--- config.mk ---
export PLATFORM = sky130hd
export DESIGN_NAME = button_reader
export DESIGN_NICKNAME = d
export VERILOG_FILES = /design/src/rtl/button_reader_pkg.sv /design/src/rtl/button_sync.sv /design/src/rtl/button_reader.sv
export SDC_FILE = /design/constraint.sdc
export NUM_CORES = 1
export LEC_CHECK = 0
export CORE_ASPECT_RATIO = 2
export CORE_MARGIN = 2
export CORE_UTILIZATION = 50
export CTS_CLUSTER_DIAMETER = 60
export CTS_CLUSTER_SIZE = 16
export DETAILED_ROUTE_END_ITERATION = 8
export PLACE_DENSITY_LB_ADDON = 0.05
export SYNTH_ARGS = -nofsm -noshare
export SYNTH_HDL_FRONTEND = slang
export SYNTH_SLANG_ARGS = --single-unit
--- constraint.sdc ---
create_clock -name clk -period 3 [get_ports clk]
set_input_delay 0.3 -clock clk [delete_from_list [all_inputs] [get_ports clk]]
set_output_delay 0.3 -clock clk [all_outputs]
set_load 0.02 [all_outputs]
--- src/rtl/button_reader_pkg.sv ---
// rtl/button_reader_pkg.sv - shared state encoding and counter sizing for button_reader
package button_reader_pkg;

  typedef enum logic [1:0] {
    IDLE         = 2'd0,
    PRESS_QUAL   = 2'd1,
    HELD         = 2'd2,
    RELEASE_QUAL = 2'd3
  } btn_state_t;

  // Bits needed to hold values 0..n, never less than 1.
  function automatic int regsize(input int n);
    int r;
    r = 1;
    for (int i = 1; i < 31; i++) begin
      if ((32'sd1 <<< i) <= n) r = i + 1;
    end
    return r;
  endfunction

endpackage

--- src/rtl/button_sync.sv ---
// rtl/button_sync.sv - two-flop synchroniser for asynchronous pad inputs, optional inversion
module button_sync #(
  parameter bit Invert = 1'b0
) (
  input  logic clk,
  input  logic rstx,
  input  logic din,
  output logic dout
);

  logic meta;

  always_ff @(posedge clk or negedge rstx) begin
    if (!rstx) begin
      meta <= 1'b0;
      dout <= 1'b0;
    end else begin
      meta <= din ^ Invert;
      dout <= meta;
    end
  end

endmodule

--- src/rtl/button_reader.sv ---
// rtl/button_reader.sv - debounces a low-active push-button and classifies press, release
// and long-press events, with a wrapping press counter.
module button_reader
  import button_reader_pkg::*;
#(
  parameter int DebounceCycles  = 240000,
  parameter int LongPressCycles = 24000000,
  parameter int CountWidth      = 8
) (
  input  logic                  clk,
  input  logic                  rstx,
  input  logic                  btnx,
  output logic                  pressed,
  output logic                  press_tick,
  output logic                  release_tick,
  output logic                  long_tick,
  output logic [CountWidth-1:0] press_count
);

  localparam int DebW  = regsize(DebounceCycles);
  localparam int HoldW = regsize(LongPressCycles);
  localparam logic [DebW-1:0]  DebLast  = DebW'(DebounceCycles - 1);
  localparam logic [HoldW-1:0] HoldLast = HoldW'(LongPressCycles - 1);

  if (DebounceCycles < 1) begin : g_bad_debounce
    $error("button_reader: DebounceCycles must be >= 1");
  end
  if (LongPressCycles <= DebounceCycles) begin : g_bad_long
    $error("button_reader: LongPressCycles must exceed DebounceCycles");
  end

  logic             btn_s;
  btn_state_t       state;
  logic [DebW-1:0]  deb_cnt;
  logic [HoldW-1:0] hold_cnt;
  logic             hold_done;

  button_sync #(.Invert(1'b1)) u_sync (
    .clk  (clk),
    .rstx (rstx),
    .din  (btnx),
    .dout (btn_s)
  );

  always_ff @(posedge clk or negedge rstx) begin
    if (!rstx) begin
      state        <= IDLE;
      deb_cnt      <= '0;
      hold_cnt     <= '0;
      hold_done    <= 1'b0;
      pressed      <= 1'b0;
      press_tick   <= 1'b0;
      release_tick <= 1'b0;
      long_tick    <= 1'b0;
      press_count  <= '0;
    end else begin
      press_tick   <= 1'b0;
      release_tick <= 1'b0;
      long_tick    <= 1'b0;

      case (state)
        IDLE: begin
          if (btn_s) begin
            state   <= PRESS_QUAL;
            deb_cnt <= '0;
          end
        end
        PRESS_QUAL: begin
          if (!btn_s) begin
            state <= IDLE;
          end else if (deb_cnt == DebLast) begin
            state       <= HELD;
            pressed     <= 1'b1;
            press_tick  <= 1'b1;
            press_count <= press_count + 1'b1;
          end else begin
            deb_cnt <= deb_cnt + 1'b1;
          end
        end
        HELD: begin
          if (!btn_s) begin
            state   <= RELEASE_QUAL;
            deb_cnt <= '0;
          end
        end
        RELEASE_QUAL: begin
          if (btn_s) begin
            state <= HELD;
          end else if (deb_cnt == DebLast) begin
            state        <= IDLE;
            pressed      <= 1'b0;
            release_tick <= 1'b1;
          end else begin
            deb_cnt <= deb_cnt + 1'b1;
          end
        end
        default: state <= IDLE;
      endcase

      // Hold timer keeps running through release qualification so a long press
      // can still complete on the same edge as the release.
      if (state == PRESS_QUAL && btn_s && deb_cnt == DebLast) begin
        hold_cnt  <= '0;
        hold_done <= 1'b0;
      end else if (state == HELD || state == RELEASE_QUAL) begin
        if (hold_cnt != HoldLast) begin
          hold_cnt <= hold_cnt + 1'b1;
        end else if (!hold_done) begin
          hold_done <= 1'b1;
          long_tick <= 1'b1;
        end
      end
    end
  end

endmodule

==> flow_summary_export.csv <==
group,metric,value,unit
clock_tree,root_buffer,"clkbuf_16",
yosys,ys_ff_latch,60,
timing,tightest_slew,1.05,ns
setup_path,required,3.20,ns
yosys,synth_area,3100,sq um
finish,multi_input_area,1500,sq um
global_route,grt_pass1_vias,2530,
timing,post-route-period-util,0.910,
pwr,p_seq_frac,0.423,
timing,tns,0,ns
yosys,ys_warn_count,0,
yosys,syn_avg_cell_area,9.49,sq um
place,portBuffers,14,
clock_tree,cts_buffers,9,
floorplanning,rows,40,
routing,vias,2513,
global_route,track_usage,0.228,
timing,relSlewSlack,0.298,
routing,wl_per_cell,16.6,um
global_route,grt.overflow.total,0,
routing,drc,0,
timing,hold_viol,0,
setup_path,crit_slowest_cell,"or4_4",
routing,highest_layer,"met4",
pwr,pwr-share-clk,0.553,
clock_tree,post_cts_buffers,0,
setup_path,cpPeakStageDelay,0.58,ns
timing,rsz0062_at_grt,"false",
timing,maxSlewViolCount,0,
global_route,grt_pass1_wl,11700,um
floorplanning,io_pins,15,
setup_path,cp.arrival,2.93,ns
clock_tree,cts_resized,0,
clock_tree,hold_buffers,0,
clock_tree,cts.clk_slew.worst_paths,0.05,ns
pwr,switchingPower,0.413,mW
yosys,ys_types,43,
place,place_congestion,0.881,
setup_path,criticalPathCategory,"flip-flop to flip-flop",
global_route,grt_max_degree,48,
floorplanning,dieHeight,115,um
timing,finClkSkew,0.00437,ns
run_status,status,"completed",
routing,ant_nets,0,
timing,min_period,2.73,ns
setup_path,cp_max_fo,8,
finish,num_antenna_cells,0,
routing,wl_met2,3920,um
setup_path,crit_chain,"or4b_1, or4_4, or3_1, and3_4, or4_1",
floorplanning,core-area,6010,sq um
global_route,antenna_found_initial,0,
routing,wl_met1,2680,um
clock_tree,clk_latency,0.33,ns
pwr,ir_worst_vdd,450,uV
pwr,power.leakage,1.62,nW
pwr,total_power,1.97,mW
finish,drive_gt1_frac,0.101,
floorplanning,dieArea,6890,sq um
timing,setup_viol,0,
flow_run,maxCapViolCount,0,
pwr,p_per_area,538,nW/um^2
routing,wl,6950,um
routing,dr.pass1.iters,4,
finish,fill_cells,521,
floorplanning,fp.dieW,59.7,um
pwr,p_sw_frac,0.209,
worst_hold_path,hold_path_class,"input port to async pin",
yosys,syn_inst,327,
routing,wl_met3,161,um
clock_tree,cts_num_sinks,60,
finish,ff_latch_area,1500,sq um
floorplanning,initial_core_util,0.517,
clock_tree,cts.path.max_buffers,2,
routing,first_iter_violations,195,
finish,num-nets-final,357,
pwr,intPower,1.56,mW
place,hpwl,4900,um
clock_tree,htreeDepth,3,
yosys,ys_seq_area_frac,0.484,
finish,area_delta_synth_final,17.9,%
pwr,p_comb_frac,0.024,
timing,hold_slack,0.166,ns
setup_path,critPathCaptureType,"flip-flop",
setup_path,startpoint_type,"flip-flop",
timing,max_freq,0.366,GHz
clock_tree,cts_tree,"yes",
routing,vias_per_cell,6.00,
yosys,syn-num-nets,333,
## synth_stat cells (all sizes together)
library cell / number / share of area
dfrtp: 60 / 0.48
and4: 2 / 0.0056
nor2b: 1 / 0.0020
a311oi: 3 / 0.0085
nor4: 12 / 0.026
a21oi: 15 / 0.024
a2111oi: 1 / 0.0028
nand4bb: 1 / 0.0036
nor3b: 1 / 0.0024
and3: 9 / 0.020
xor2: 18 / 0.051
ha: 3 / 0.012
nor2: 26 / 0.031
buf: 2 / 0.0073
nand3b: 3 / 0.0073
o211ai: 3 / 0.0073
nor4b: 1 / 0.0028
nor3: 9 / 0.015
nand4: 16 / 0.032
o211a: 1 / 0.0032
o31ai: 2 / 0.0048
or4: 5 / 0.013
o21ai: 9 / 0.015
o21bai: 1 / 0.0024
o21a: 1 / 0.0024
inv: 11 / 0.013
mux2: 2 / 0.0073
or4b: 3 / 0.0097
or3: 2 / 0.0040
a22o: 3 / 0.0085
mux2i: 6 / 0.019
a21o: 1 / 0.0024
and2: 2 / 0.0040
nand2: 37 / 0.045
xnor2: 11 / 0.031
clkbuf: 11 / 0.013
nand3: 25 / 0.040
a32oi: 1 / 0.0028
a31oi: 7 / 0.014
## critical path: cells and delay by family, from the launching register on
| family | cells | cell delay [ns] |
|---|---|---|
| AND/OR/NAND/NOR | 5 | 2.17 |
| flip-flops | 1 | 0.41 |
## sequential cells by signal, summed over array words and instances (netlist names), named ones only
signal	flops
state	1
press_count	8
release_tick	1
deb_cnt	18
u_sync.dout	1
long_tick	1
hold_done	1
pressed	1
press_tick	1
u_sync.meta	1
hold_cnt	25
## final cells by class
cell class | instances | share of cell area
Timing Repair Buffer | 26 | 0.0615
Sequential cell | 60 | 0.410
Clock buffer | 9 | 0.0615
Clock inverter | 7 | 0.0249
Multi-Input combinational cell | 243 | 0.409
Tap cell | 63 | 0.0215
Inverter | 11 | 0.0113
## cells in the final DEF, fill, tap and decap left out, drive strengths merged, types with 2 or more instances in the layout
cell type       n
buf            13
a21oi          15
or3             2
clkdlybuf4s50  13
or4             5
nand3          25
nor2           26
and4            2
a31oi           7
a22o            3
nand2          37
mux2            2
clkbuf          9
nand3b          3
bufinv          2
xor2           18
and3            9
clkinv          4
ha              3
or4b            3
o21ai           9
inv            11
dfrtp          60
mux2i           6
nand4          16
and2            2
a311oi          3
o211ai          3
xnor2          11
o31ai           2
nor4           12
nor3            9
## through the flow
| stage | std cells | cell area [sq um] | util | setup slack, ns |
|---|---|---|---|---|
| CTS | 419 | 3660 | 0.610 | 0.270 |
| floorplan | 327 | 3100 | - | 0.145 |
| finish | 419 | 3660 | 0.610 | 0.271 |
| global route | 419 | 3660 | 0.610 | 0.214 |
| global placement | 403 | 3340 | 0.557 | 0.296 |
| detailed placement | 403 | 3340 | 0.557 | 0.277 |
## cell families after synthesis
family	share of synthesized area
AO/OA/AOI/OAI	0.0979
XOR/XNOR	0.0818
adder cells (fa/ha/maj)	0.0121
buffers and inverters	0.0339
flip-flops	0.484
multiplexers	0.0266
AND/OR/NAND/NOR	0.264
## per-layer routing
metal,global-route usage,vias to the layer above
met4,0.116,0
met5,0,-
met3,0.0614,14
li1,-,1236
met2,0.393,35
met1,0.249,1228
## power groups by stage
stage	Sequential (mW)	Clock, mW	Combinational (mW)
final	0.832	1.09	0.0477
after global routing	0.834	1.16	0.0557
after CTS	0.832	1.12	0.0493
after detailed placement	0.846	0	0.0494
after global placement	0.846	0	0.0483
after floorplan	0.842	0	0.0235
## final timing paths
check | startpoint | to | slack [ns] | cells past startpoint
min in group clk | u_sync.meta | u_sync.dout | 0.35 | 0
hold reg to reg | u_sync.meta | u_sync.dout | 0.35 | 0
setup reg to reg | deb_cnt[10] | hold_cnt[5] | 0.27 | 5
max in group asynchronous | rstx | hold_cnt[14] | 2.11 | 2
hold / removal | rstx | pressed | 0.17 | 1
setup / recovery | deb_cnt[10] | hold_cnt[5] | 0.27 | 5
(Power assumes the default switching activity.)
